$ cat config.mk
export PLATFORM = sky130hd
export DESIGN_NAME = ifetch_queue
export DESIGN_NICKNAME = d
export VERILOG_FILES = /design/src/rtl/ifetch_pkg.sv /design/src/rtl/fetch_fifo.sv /design/src/rtl/ifetch_queue.sv
export SDC_FILE = /design/constraint.sdc
export NUM_CORES = 1
export LEC_CHECK = 0
export ABC_AREA = 1
export BUFFER_PORTS_ARGS = -buffer_cell sky130_fd_sc_hd__buf_4
export CAP_MARGIN = 20
export CORE_MARGIN = 1.5
export CORE_UTILIZATION = 30
export CTS_CLUSTER_DIAMETER = 120
export DETAILED_ROUTE_END_ITERATION = 10
export GPL_ROUTABILITY_DRIVEN = 0
export SKIP_LAST_GASP = 1
export SYNTH_ARGS = -nofsm -noshare
export SYNTH_HDL_FRONTEND = slang
export SYNTH_SLANG_ARGS = --single-unit
export TNS_END_PERCENT = 100
$ cat constraint.sdc
create_clock -name clk -period 9.4 [get_ports clk]
set_clock_uncertainty 0.1 [all_clocks]
set_input_delay 1.88 -clock clk [delete_from_list [all_inputs] [get_ports clk]]
set_output_delay 1.88 -clock clk [all_outputs]
set_load 0.02 [all_outputs]
$ cat src/rtl/ifetch_pkg.sv
// Shared definitions for the instruction fetch queue: FSM state codes,
// the default boot address and the layout of one buffered fetch entry.
package ifetch_pkg;

  localparam logic [1:0] ST_RUN        = 2'd0;
  localparam logic [1:0] ST_HOLD       = 2'd1;
  localparam logic [1:0] ST_HOLD_REDIR = 2'd2;

  localparam logic [31:0] DEFAULT_RESET_VECTOR = 32'hBFC0_0000;

  localparam int unsigned ENTRY_W = 64;

  typedef struct packed {
    logic [31:0] pc;
    logic [31:0] data;
  } fetch_entry_t;

endpackage

$ cat src/rtl/fetch_fifo.sv
// Small synchronous FIFO holding fetched {pc, data} entries. The head is
// read straight from the storage array at the registered read pointer, so
// there is no look-ahead path from push to the head. Flush empties the
// queue and overrides any push or pop in the same cycle.
module fetch_fifo
  import ifetch_pkg::*;
#(
  parameter int WIDTH      = ENTRY_W,
  parameter int DEPTH_LOG2 = 2
) (
  input  logic                  clk_i,
  input  logic                  rst_i,
  input  logic                  flush_i,
  input  logic                  push_i,
  input  logic [WIDTH-1:0]      push_data_i,
  input  logic                  pop_i,
  output logic [WIDTH-1:0]      head_data_o,
  output logic                  head_valid_o,
  output logic [DEPTH_LOG2:0]   count_o
);

  localparam int DEPTH = 1 << DEPTH_LOG2;
  localparam logic [DEPTH_LOG2-1:0] PTR_ONE = DEPTH_LOG2'(1);
  localparam logic [DEPTH_LOG2:0]   CNT_ONE = (DEPTH_LOG2 + 1)'(1);

  logic [WIDTH-1:0]      mem_q [DEPTH];
  logic [DEPTH_LOG2-1:0] wr_ptr_q;
  logic [DEPTH_LOG2-1:0] rd_ptr_q;
  logic [DEPTH_LOG2:0]   count_q;
  logic [DEPTH_LOG2:0]   count_d;

  // Occupancy: a simultaneous push and pop leaves the count untouched.
  always_comb begin
    count_d = count_q;
    if (flush_i) begin
      count_d = '0;
    end else begin
      case ({push_i, pop_i})
        2'b10:   count_d = count_q + CNT_ONE;
        2'b01:   count_d = count_q - CNT_ONE;
        default: count_d = count_q;
      endcase
    end
  end

  // Pointer and count registers; flush rewinds both pointers.
  always_ff @(posedge clk_i) begin
    if (rst_i || flush_i) begin
      wr_ptr_q <= '0;
      rd_ptr_q <= '0;
      count_q  <= '0;
    end else begin
      if (push_i) wr_ptr_q <= wr_ptr_q + PTR_ONE;
      if (pop_i)  rd_ptr_q <= rd_ptr_q + PTR_ONE;
      count_q <= count_d;
    end
  end

  // Entry storage, cleared on reset so the head reads as zero afterwards.
  always_ff @(posedge clk_i) begin
    if (rst_i) begin
      for (int i = 0; i < DEPTH; i++) mem_q[i] <= '0;
    end else if (push_i && !flush_i) begin
      mem_q[wr_ptr_q] <= push_data_i;
    end
  end

  assign head_data_o  = mem_q[rd_ptr_q];
  assign head_valid_o = (count_q != '0);
  assign count_o      = count_q;

endmodule

$ cat src/rtl/ifetch_queue.sv
// Instruction fetch front end: generates sequential fetch addresses into
// the instruction cache, buffers returned words with their PC, and handles
// redirects. While the cache stalls a request the address and read strobe
// are frozen, because the cache fills its line from the live address; a
// redirect arriving then is parked in pend_pc until the stall clears.
module ifetch_queue
  import ifetch_pkg::*;
#(
  parameter logic [31:0] RESET_VECTOR = DEFAULT_RESET_VECTOR,
  parameter int          DEPTH_LOG2   = 2
) (
  input  logic        clk,
  input  logic        rst,
  output logic        dbus_read,
  output logic [31:0] dbus_rdaddr,
  input  logic [31:0] dbus_rddata,
  input  logic        dbus_rdstall,
  input  logic        redirect_valid,
  input  logic [31:0] redirect_pc,
  output logic        inst_valid,
  input  logic        inst_ready,
  output logic [31:0] inst_pc,
  output logic [31:0] inst_data
);

  localparam logic [DEPTH_LOG2:0] FULL_COUNT = (DEPTH_LOG2 + 1)'(1 << DEPTH_LOG2);

  logic [1:0]          state_q, state_d;
  logic [31:0]         fetch_pc_q, fetch_pc_d;
  logic [31:0]         pend_pc_q, pend_pc_d;
  logic [31:0]         redir_pc;
  logic                read_req;
  logic                accept;
  logic                push;
  logic                flush;
  logic                pop;
  logic [DEPTH_LOG2:0] count;
  fetch_entry_t        push_entry;
  fetch_entry_t        head_entry;
  logic                unused_redir_low;

  assign redir_pc         = {redirect_pc[31:2], 2'b00};
  assign unused_redir_low = ^redirect_pc[1:0];

  // Fetch FSM: decides the next PC, the pending redirect target and whether
  // the word returned this cycle is kept. The read strobe looks only at the
  // registered count, so a push can never land on a full queue.
  always_comb begin
    state_d    = state_q;
    fetch_pc_d = fetch_pc_q;
    pend_pc_d  = pend_pc_q;
    push       = 1'b0;
    flush      = redirect_valid;
    read_req   = (state_q == ST_RUN) ? (count < FULL_COUNT) : 1'b1;
    accept     = read_req & ~dbus_rdstall;

    case (state_q)
      ST_RUN: begin
        if (redirect_valid) begin
          if (read_req && dbus_rdstall) begin
            state_d   = ST_HOLD_REDIR;
            pend_pc_d = redir_pc;
          end else begin
            fetch_pc_d = redir_pc;
          end
        end else if (read_req && dbus_rdstall) begin
          state_d = ST_HOLD;
        end else if (accept) begin
          push       = 1'b1;
          fetch_pc_d = fetch_pc_q + 32'd4;
        end
      end
      ST_HOLD: begin
        if (redirect_valid) begin
          if (accept) begin
            fetch_pc_d = redir_pc;
            state_d    = ST_RUN;
          end else begin
            pend_pc_d = redir_pc;
            state_d   = ST_HOLD_REDIR;
          end
        end else if (accept) begin
          push       = 1'b1;
          fetch_pc_d = fetch_pc_q + 32'd4;
          state_d    = ST_RUN;
        end
      end
      ST_HOLD_REDIR: begin
        if (accept) begin
          fetch_pc_d = redirect_valid ? redir_pc : pend_pc_q;
          state_d    = ST_RUN;
        end else if (redirect_valid) begin
          pend_pc_d = redir_pc;
        end
      end
      default: begin
        state_d = ST_RUN;
      end
    endcase
  end

  // FSM and PC registers, all returned to their boot values by reset.
  always_ff @(posedge clk) begin
    if (rst) begin
      state_q    <= ST_RUN;
      fetch_pc_q <= RESET_VECTOR;
      pend_pc_q  <= RESET_VECTOR;
    end else begin
      state_q    <= state_d;
      fetch_pc_q <= fetch_pc_d;
      pend_pc_q  <= pend_pc_d;
    end
  end

  assign dbus_read   = read_req & ~rst;
  assign dbus_rdaddr = fetch_pc_q;

  assign push_entry.pc   = fetch_pc_q;
  assign push_entry.data = dbus_rddata;
  assign pop             = inst_valid & inst_ready;

  fetch_fifo #(
    .WIDTH      (ENTRY_W),
    .DEPTH_LOG2 (DEPTH_LOG2)
  ) u_fifo (
    .clk_i        (clk),
    .rst_i        (rst),
    .flush_i      (flush),
    .push_i       (push),
    .push_data_i  (push_entry),
    .pop_i        (pop),
    .head_data_o  (head_entry),
    .head_valid_o (inst_valid),
    .count_o      (count)
  );

  assign inst_pc   = head_entry.pc;
  assign inst_data = head_entry.data;

endmodule
==> results.cfg, run 1 <==
[status]
outcome = completed

[setup_path]
end_kind = flip-flop
cp_num_buf_inv = 2
cp_slowest_cell = nand2_2
critPathArrivalTime_ns = 5.24
critPathLaunchType = input pin
crit_chain = buf_4 -> nor2_2 -> nand2_1 -> nor2_4 -> nand2_2 -> nand2_4 -> buf_12
worst_r2r_path_depth = 7
cpPeakStageDelay_ns = 0.80
crit_fanout = 49
cp.depth = 7
path_delay_family = simple AND/OR/NAND/NOR gates
worstSetupPathType = input pin to flip-flop
cp.required_ns = 9.51

[global_route]
track_usage_pct = 16.4
antenna_found_initial = 1
grt_max_degree = 83
first_global_vias = 11495
grt_overflow = 0
grt_pass1_wl_um = 66700

[floorplan]
die-width_um = 229
placementRows = 82
start_util_pct = 30.4
core_um2 = 50200
die-area_um2 = 52300
io_pins = 167
fp.dieH_um = 229

[placement]
port_buffers = 164
placedCellCount = 2446
hpwl_um = 26400
placedInstanceArea_um2 = 17100
dp_slack_ns = 3.54

[synthesis]
synth.area.mux_share_pct = 0
synth_compound_area_share_pct = 13.3
synth_xor_area_share_pct = 0.0573
synthAdderAreaFrac_pct = 0.295
netlist_instances = 1692
synthSimpleGateAreaFrac_pct = 19.0
seq_area_frac_synth_pct = 60.2
syn_avg_cell_area_um2 = 9.03
syn_area_um2 = 15300
synth.distinct_cells = 36
ys_ff_latch = 331
synth_fp_nets = 1764
synth_top_family_by_area = simple AND/OR/NAND/NOR gates
yosys_warnings = 0

[cts]
clock_latency_ns = 0.53
cts_buffers = 37
cts_setup_buffers = 0
tritoncts = built
clk_path_buf_depth = 3
clock-sinks = 331
htree_levels = 2
clkSlewWorstSetupHoldPaths_ns = 0.06
cts-hold-fix-buffers = 0
root_buffer = clkbuf_16
cts_resized = 0

[timing]
finalSetupViolations = 0
maxSlewViolCount = 0
hold_viol = 0
layout_setup_ws_ns = 4.27
fmax_mhz = 195
setup-tns-final_ns = 0
finalCritPeriodShare_pct = 54.6
min_period_ns = 5.13
slew_headroom_pct = 28.0
grt_setup_unrepaired = no
tightest_slew_ns = 1.08

[route]
drtIter0Drc = 1031
routed_via_density = 4.87
drcViolationCount = 0
drt_pre_antenna_iters = 5
ant_nets = 0
num_vias = 12251
drt_wl_total_um = 44000
avgRoutedWirePerCell_um = 17.5

[worst_hold_path]
hp-class = flip-flop to flip-flop
whs_path_depth = 2

[pwr]
sw_frac_of_total_pct = 26.1
p_switching_uw = 932
p_clk_share_pct = 39.8
p_leak_nw = 7.28
max-vdd-ir-drop_v = 0.000111
total_power_mw = 3.58
internal_power_mw = 2.64
pwr-share-comb_pct = 12.2
seqPwrFrac_pct = 48.0
powerDensity_nw_per_um2 = 196

[layout]
fin_area_um2 = 18300
final_cell_mix = 398 x nor2_1, 256 x edfxtp_1, 227 x nand2_1, 218 x o21ai_0, 177 x buf_4
area_delta_synth_final_pct = 19.7
drive_above_1_share_pct = 15.9
mostFrequentLayoutCell = nor2_1
final_nets = 1886
stdcell_count = 2516

[job]
drv_cap = 0
==> stage by stage <==
stage,utilization [%],hold WS (ns)
3_3_place_gp,34.0,0.334
5_1_grt,36.4,0.360
4_1_cts,36.4,0.349
6_report,36.4,0.347
3_5_place_dp,34.0,0.341
2_1_floorplan,-,0.324
==> layout make-up <==
cell class              count  area (um2)
flip-flops and latches    331        9190
repair buffers            178        1350
clock buffers              45         998
multi-input cells        1087        5040
inverters                 179         676
well taps                 672         841
diodes                      1        2.50
clock inverters            23         185
fillers                  5057       31900
==> sequential cells by signal, summed over array words and instances, names as in the netlist, named ones only <==
signal and count:
u_fifo.count_o 3, u_fifo.mem_q 256, u_fifo.wr_ptr_q 2, state_q 2
pend_pc_q 32, dbus_rdaddr 32, u_fifo.rd_ptr_q 2
==> synth_stat cells, drive strengths merged <==
cell	number	area [um2]
nor2	438	1810
edfxtp	256	7690
nand2	233	880
o21ai	222	1110
inv	177	664
dfxtp	75	1500
clkbuf	73	274
o22ai	67	419
a21oi	58	302
nand3	30	155
buf	22	153
nor3	7	35.0
o211ai	7	52.6
nand4	4	25.0
o211a	4	40.0
a22oi	3	22.5
o221ai	3	26.3
a31oi	2	12.5
clkinv	2	7.51
ha	2	25.0
o21a	2	15.0
a211oi	1	12.5
a2bb2oi	1	8.76
fa	1	20.0
o31ai	1	7.51
xor2	1	8.76
==> logic make-up (layout without fill, tap and decap cells) <==
logic type / after synthesis / in the layout
xor gates and xnor gates: 1 / 1
AOI/OAI and AO/OA: 371 / 371
and+or+nand+nor: 712 / 712
adders and majority gates: 3 / 3
other: 0 / 1
DFF: 331 / 331
buffers and inverters: 274 / 425
==> per-layer routing <==
metal / GRT usage (%) / wire length (um)
met5: 0 / 0
met4: 4.68 / 928
met3: 3.43 / 3190
met2: 26.9 / 20700
met1: 21.8 / 19200
==> final timing paths <==
| check | startpoint | endpoint | slack [ns] |
|---|---|---|---|
| setup / recovery | redirect_valid | u_fifo.mem_q[0][26]$_SDFFCE_PN0P_ | 4.27 |
| hold / removal | pend_pc_q[15]$_SDFFE_PP0P_ | pend_pc_q[15]$_SDFFE_PP0P_ | 0.35 |
| setup reg to reg | state_q[0]$_SDFFE_PP0N_ | u_fifo.mem_q[0][26]$_SDFFCE_PN0P_ | 5.69 |
| hold reg to reg | pend_pc_q[15]$_SDFFE_PP0P_ | pend_pc_q[15]$_SDFFE_PP0P_ | 0.35 |
==> power by group through the flow <==
| stage | clock network (mW) | registers [mW] | logic (mW) |
|---|---|---|---|
| after floorplan | 0 | 1.75 | 0.247 |
| after global placement | 0 | 1.74 | 0.435 |
| after detailed placement | 0 | 1.75 | 0.440 |
| after CTS | 1.46 | 1.71 | 0.442 |
| after global routing | 1.51 | 1.72 | 0.481 |
| final | 1.42 | 1.72 | 0.437 |
==> worst register-to-register path, cell delays in order, from the launching register on <==
cell and delay, ns:
dfxtp_1 0.45, nor2_2 0.11, nand2_1 0.07, nand2_1 0.14
nor2_4 0.58, nand2_2 0.81, nand2_4 0.77, buf_12 0.32
(Power assumes the default switching activity.)
==> run 2, diff against run 1 <==
--- a/config.mk
+++ b/config.mk
@@ -5,7 +5,7 @@
 export SDC_FILE = /design/constraint.sdc
 export NUM_CORES = 1
 export LEC_CHECK = 0
-export ABC_AREA = 1
+export ABC_AREA = 0
 export BUFFER_PORTS_ARGS = -buffer_cell sky130_fd_sc_hd__buf_4
 export CAP_MARGIN = 20
 export CORE_MARGIN = 1.5
==> constraint.sdc (replaced) <==
create_clock -name clk -period 4.7 [get_ports clk]
set_clock_uncertainty 0.1 [all_clocks]
set_input_delay 0.94 -clock clk [delete_from_list [all_inputs] [get_ports clk]]
set_output_delay 0.94 -clock clk [all_outputs]
set_load 0.02 [all_outputs]
==> results.cfg, run 2 <==
[status]
outcome = completed

[cts]
cts-hold-fix-buffers = 0
clkSlewWorstSetupHoldPaths_ns = 0.06
clock-sinks = 331
cts_setup_buffers = 0
clk_path_buf_depth = 3
htree_levels = 2
tritoncts = built
cts_buffers = 37
clock_latency_ns = 0.52
root_buffer = clkbuf_16
cts_resized = 0

[layout]
area_delta_synth_final_pct = 20.7
fin_area_um2 = 18000
final.fill_count = 4792
antenna_cells = 0
final_cell_mix = 256 x edfxtp_1, 199 x and2_1, 187 x buf_4, 107 x nand2_1, 73 x dfxtp_1
fin_util_pct = 36.8
largest_register_ffs = 256
final_nets = 1368
ff_latch_area_um2 = 9200
mostFrequentLayoutCell = edfxtp_1
multiInputGateArea_um2 = 5390
drive_above_1_share_pct = 24.3
regMostFlops = u_fifo.mem_q

[placement]
port_buffers = 164
placedInstanceArea_um2 = 16900
hpwl_um = 24000

[setup_path]
cp_num_buf_inv = 2
r2r_start = u_fifo.count_o[2]$_SDFFE_PP0P_
crit_fanout = 31
path_delay_family = flip-flops
worstReg2RegEnd = u_fifo.count_o[2]$_SDFFE_PP0P_
critPathArrivalTime_ns = 2.57
r2r_setup_slack_ns = 1.95
crit_chain = buf_4 -> mux4_2 -> buf_4
cp.required_ns = 3.66
worstSetupPathType = flip-flop to primary output
crit_top_cell = buf_4
cpPeakStageDelay_ns = 0.77
worst_r2r_path_depth = 9
cp_slowest_cell = dfxtp_4
critPathLaunchType = flip-flop
end_kind = primary output

[synthesis]
seq_area_frac_synth_pct = 61.5
synth_common_cells = 256 x edfxtp_1, 199 x and2_1, 107 x nand2_1
synthTopCellsByArea = edfxtp_1 51%, dfxtp_1 10%, mux4_2 9.6%
synth.distinct_cells = 59
syn_area_um2 = 15000
yosys_warnings = 0
synth_top_area_share_pct = 51.4
async_flop_share_pct = 0
synth_fp_nets = 1230
netlist_instances = 1158
dominantRegCellSynth = edfxtp_1
ys_ff_latch = 331
yosysMostFrequentCell = edfxtp_1
synth_edf_count = 256
syn_avg_cell_area_um2 = 12.9
synth_top_area_cell = edfxtp_1

[pwr]
p_leak_nw = 6.75
max-vdd-ir-drop_v = 0.000194
powerDensity_nw_per_um2 = 368
total_power_mw = 6.65

[floorplan]
die-area_um2 = 51200
fp.dieH_um = 226
core_um2 = 49100
io_pins = 167
die-width_um = 226
start_util_pct = 30.5
placementRows = 81

[timing]
fmax_mhz = 277
slew_headroom_pct = 39.2
grt_setup_unrepaired = no
tightest_slew_ns = 0.910
finalSetupViolations = 0
hold_viol = 0
hold_ws_ns = 0.349
finalCritPeriodShare_pct = 76.8
maxSlewViolCount = 0
min_period_ns = 3.61

[global_route]
track_usage_pct = 15.6
grt_max_degree = 67
antenna_found_initial = 0
grt_overflow = 0
first_global_vias = 9779
grt_pass1_wl_um = 60100

[worst_hold_path]
worstHoldEndpoint = pend_pc_q[5]$_SDFFE_PP0P_
min_from = pend_pc_q[5]$_SDFFE_PP0P_
hp-class = flip-flop to flip-flop
whs_path_depth = 2

[job]
drv_cap = 0

[route]
drt_pre_antenna_iters = 5
drt_wl_total_um = 40400
avgRoutedWirePerCell_um = 20.4
ant_nets = 0
num_vias = 9817
drtIter0Drc = 725
routed_via_density = 4.96
drcViolationCount = 0
[run 2: report_power, final]
group / internal (mW) / switching, mW
registers: 3.29 / 0.0934
clock network: 1.53 / 1.13
logic: 0.241 / 0.367
[run 2: per-stage QoR]
stage               std cells  worst slack, ns  setup TNS, ns
global route             1980            0.885              0
CTS                      1977            0.956              0
detailed placement       1918             1.26              0
global placement         1918             1.31              0
floorplan                1158           -0.663        -168.64
finish                   1980             1.09              0
[run 2: per-layer routing]
| layer | global-route usage, % | share of wire, % | vias to the layer above |
|---|---|---|---|
| li1 | - | - | 4574 |
| met1 | 20.4 | 43 | 4937 |
| met2 | 26.1 | 49 | 258 |
| met3 | 3.51 | 5.9 | 48 |
| met4 | 4.06 | 1.9 | 0 |
| met5 | 0 | 0 | - |
[run 2: worst max path at each step]
stage / cells after the start / slack (ns) / to
floorplan: 6 / -0.66 / u_fifo.mem_q[0][0]$_SDFFCE_PN0P_
global route: 3 / 0.89 / inst_pc[0]
detailed placement: 9 / 1.26 / u_fifo.count_o[2]$_SDFFE_PP0P_
finish: 3 / 1.09 / inst_pc[11]
CTS: 3 / 0.96 / inst_pc[11]
global placement: 9 / 1.31 / u_fifo.count_o[2]$_SDFFE_PP0P_
[run 2: final cells by class]
class | count | area share, %
Sequential cell | 331 | 51.0
Timing Repair Buffer | 191 | 8.31
Inverter | 13 | 0.270
Clock buffer | 43 | 5.43
Multi-Input combinational cell | 722 | 29.9
Clock inverter | 16 | 0.541
Tap cell | 664 | 4.61
[run 2: tightest hold or removal path, stage by stage (launching register included)]
cell     delay (ns)
dfxtp_1        0.30
nand2_1        0.05
a21oi_1        0.05
[run 2: kinds of logic after synthesis]
family | count (synthesis) | synth area share (%)
mux | 65 | 9.71
flops | 331 | 61.5
xor+xnor | 9 | 0.527
compound gates | 158 | 6.44
fa+ha+maj | 3 | 0.301
buf+inv | 105 | 2.84
simple gates | 487 | 18.7
==> run 3, diff against run 2 <==
==> constraint.sdc (replaced) <==
create_clock -name clk -period 3.5 [get_ports clk]
set_clock_uncertainty 0.1 [all_clocks]
set_input_delay 0.7 -clock clk [delete_from_list [all_inputs] [get_ports clk]]
set_output_delay 0.7 -clock clk [all_outputs]
set_load 0.02 [all_outputs]
==> results.cfg, run 3 (synthesis results as in run 2) <==
[placement]
hpwl_um = 24500
placedCellCount = 1927
placedInstanceArea_um2 = 17100
port_buffers = 164

[layout]
drive_above_1_share_pct = 24.8
largest_register_ffs = 256
fin_area_um2 = 18300
final_nets = 1376
antenna_cells = 0
stdcell_count = 1999
mostFrequentLayoutCell = edfxtp_1
regMostFlops = u_fifo.mem_q
final_cell_mix = 256 x edfxtp_1, 199 x and2_1, 185 x buf_4, 107 x nand2_1, 73 x dfxtp_1
area_delta_synth_final_pct = 22.7

[floorplan]
die-area_um2 = 51200
core_um2 = 49100
start_util_pct = 30.5
placementRows = 81
io_pins = 167
die-width_um = 226
fp.dieH_um = 226

[timing]
finalCritPeriodShare_pct = 84.0
min_period_ns = 2.94
setup-tns-final_ns = 0
hold_viol = 0
maxSlewViolCount = 0
grt_setup_unrepaired = no
finalSetupViolations = 0
slew_headroom_pct = 40.8
fmax_mhz = 340
tightest_slew_ns = 0.888

[pwr]
powerDensity_nw_per_um2 = 511
max-vdd-ir-drop_v = 0.000268
p_leak_nw = 6.88

[worst_hold_path]
hp-class = input pin to flip-flop

[global_route]
grt_pass1_wl_um = 62100
grt_overflow = 0
antenna_found_initial = 0
grt_max_degree = 67
first_global_vias = 9948
track_usage_pct = 16.3

[cts]
cts_resized = 0
cts_setup_buffers = 0
cts-hold-fix-buffers = 0
cts_buffers = 39
htree_levels = 2
clkSlewWorstSetupHoldPaths_ns = 0.05
clk_path_buf_depth = 3
tritoncts = built
clock-sinks = 331
root_buffer = clkbuf_16
clock_latency_ns = 0.55

[route]
routed_via_density = 4.96
drt_wl_total_um = 41400
drt_pre_antenna_iters = 5
num_vias = 9918
drcViolationCount = 0
ant_nets = 0
drtIter0Drc = 706
avgRoutedWirePerCell_um = 20.7

[setup_path]
critPathLaunchType = flip-flop
critPathArrivalTime_ns = 2.14
crit_fanout = 34
cp.required_ns = 2.70
end_kind = primary output
worstSetupPathType = flip-flop to primary output

[status]
outcome = completed

[job]
drv_cap = 0
==> run 3: routing by layer <==
layer	track usage (%)	share of wire (%)	up-vias
met5	0	0	-
met2	26.2	48	299
met3	3.47	6.2	50
met4	3.83	1.6	0
li1	-	-	4603
met1	22.5	44	4966
==> run 3: where the power goes <==
| part | leakage, nW | internal (mW) | switching (mW) | total, mW |
|---|---|---|---|---|
| combinational | 3.00 | 0.342 | 0.504 | 0.845 |
| clock | 0.603 | 2.35 | 1.64 | 3.99 |
| sequential | 3.28 | 4.42 | 0.120 | 4.54 |
| total | 6.88 | 7.11 | 2.27 | 9.37 |
==> run 3: worst paths after layout <==
path                                    end                      startpoint  slack [ns]  cells past startpoint
min reg2reg       pend_pc_q[5]$_SDFFE_PP0P_       pend_pc_q[5]$_SDFFE_PP0P_        0.35                      2
max                             inst_pc[16]                       flip-flop        0.56                      3
max reg2reg  u_fifo.count_o[2]$_SDFFE_PP0P_  u_fifo.count_o[2]$_SDFFE_PP0P_        0.90                      9
min              pend_pc_q[27]$_SDFFE_PP1P_                 redirect_pc[27]        0.28                      3
==> run 3: worst max-delay path, cell delays in order, from the launching register on <==
cell and delay [ns]:
dfxtp_4 0.70, buf_12 0.32, mux4_2 0.38, buf_4 0.18
==> run 3: cell type report <==
class / instances / area, um2
clock buffers: 47 / 1050
well taps: 664 / 831
fillers: 4801 / 30700
clock inverters: 25 / 201
multi-input cells: 722 / 5390
repair buffers: 197 / 1630
flip-flops and latches: 331 / 9200
inverters: 13 / 50.0
==> run 3: through the flow <==
| step | hold WS, ns | util, % | total power [mW] | worst slack (ns) |
|---|---|---|---|---|
| global route | 0.265 | 37.4 | 9.73 | 0.447 |
| floorplan | 0.332 | - | 5.05 | -0.382 |
| global placement | 0.338 | 34.9 | 5.46 | 0.854 |
| CTS | 0.254 | 37.4 | 9.52 | 0.457 |
| finish | 0.285 | 37.4 | 9.37 | 0.561 |
| detailed placement | 0.346 | 34.9 | 5.48 | 0.788 |
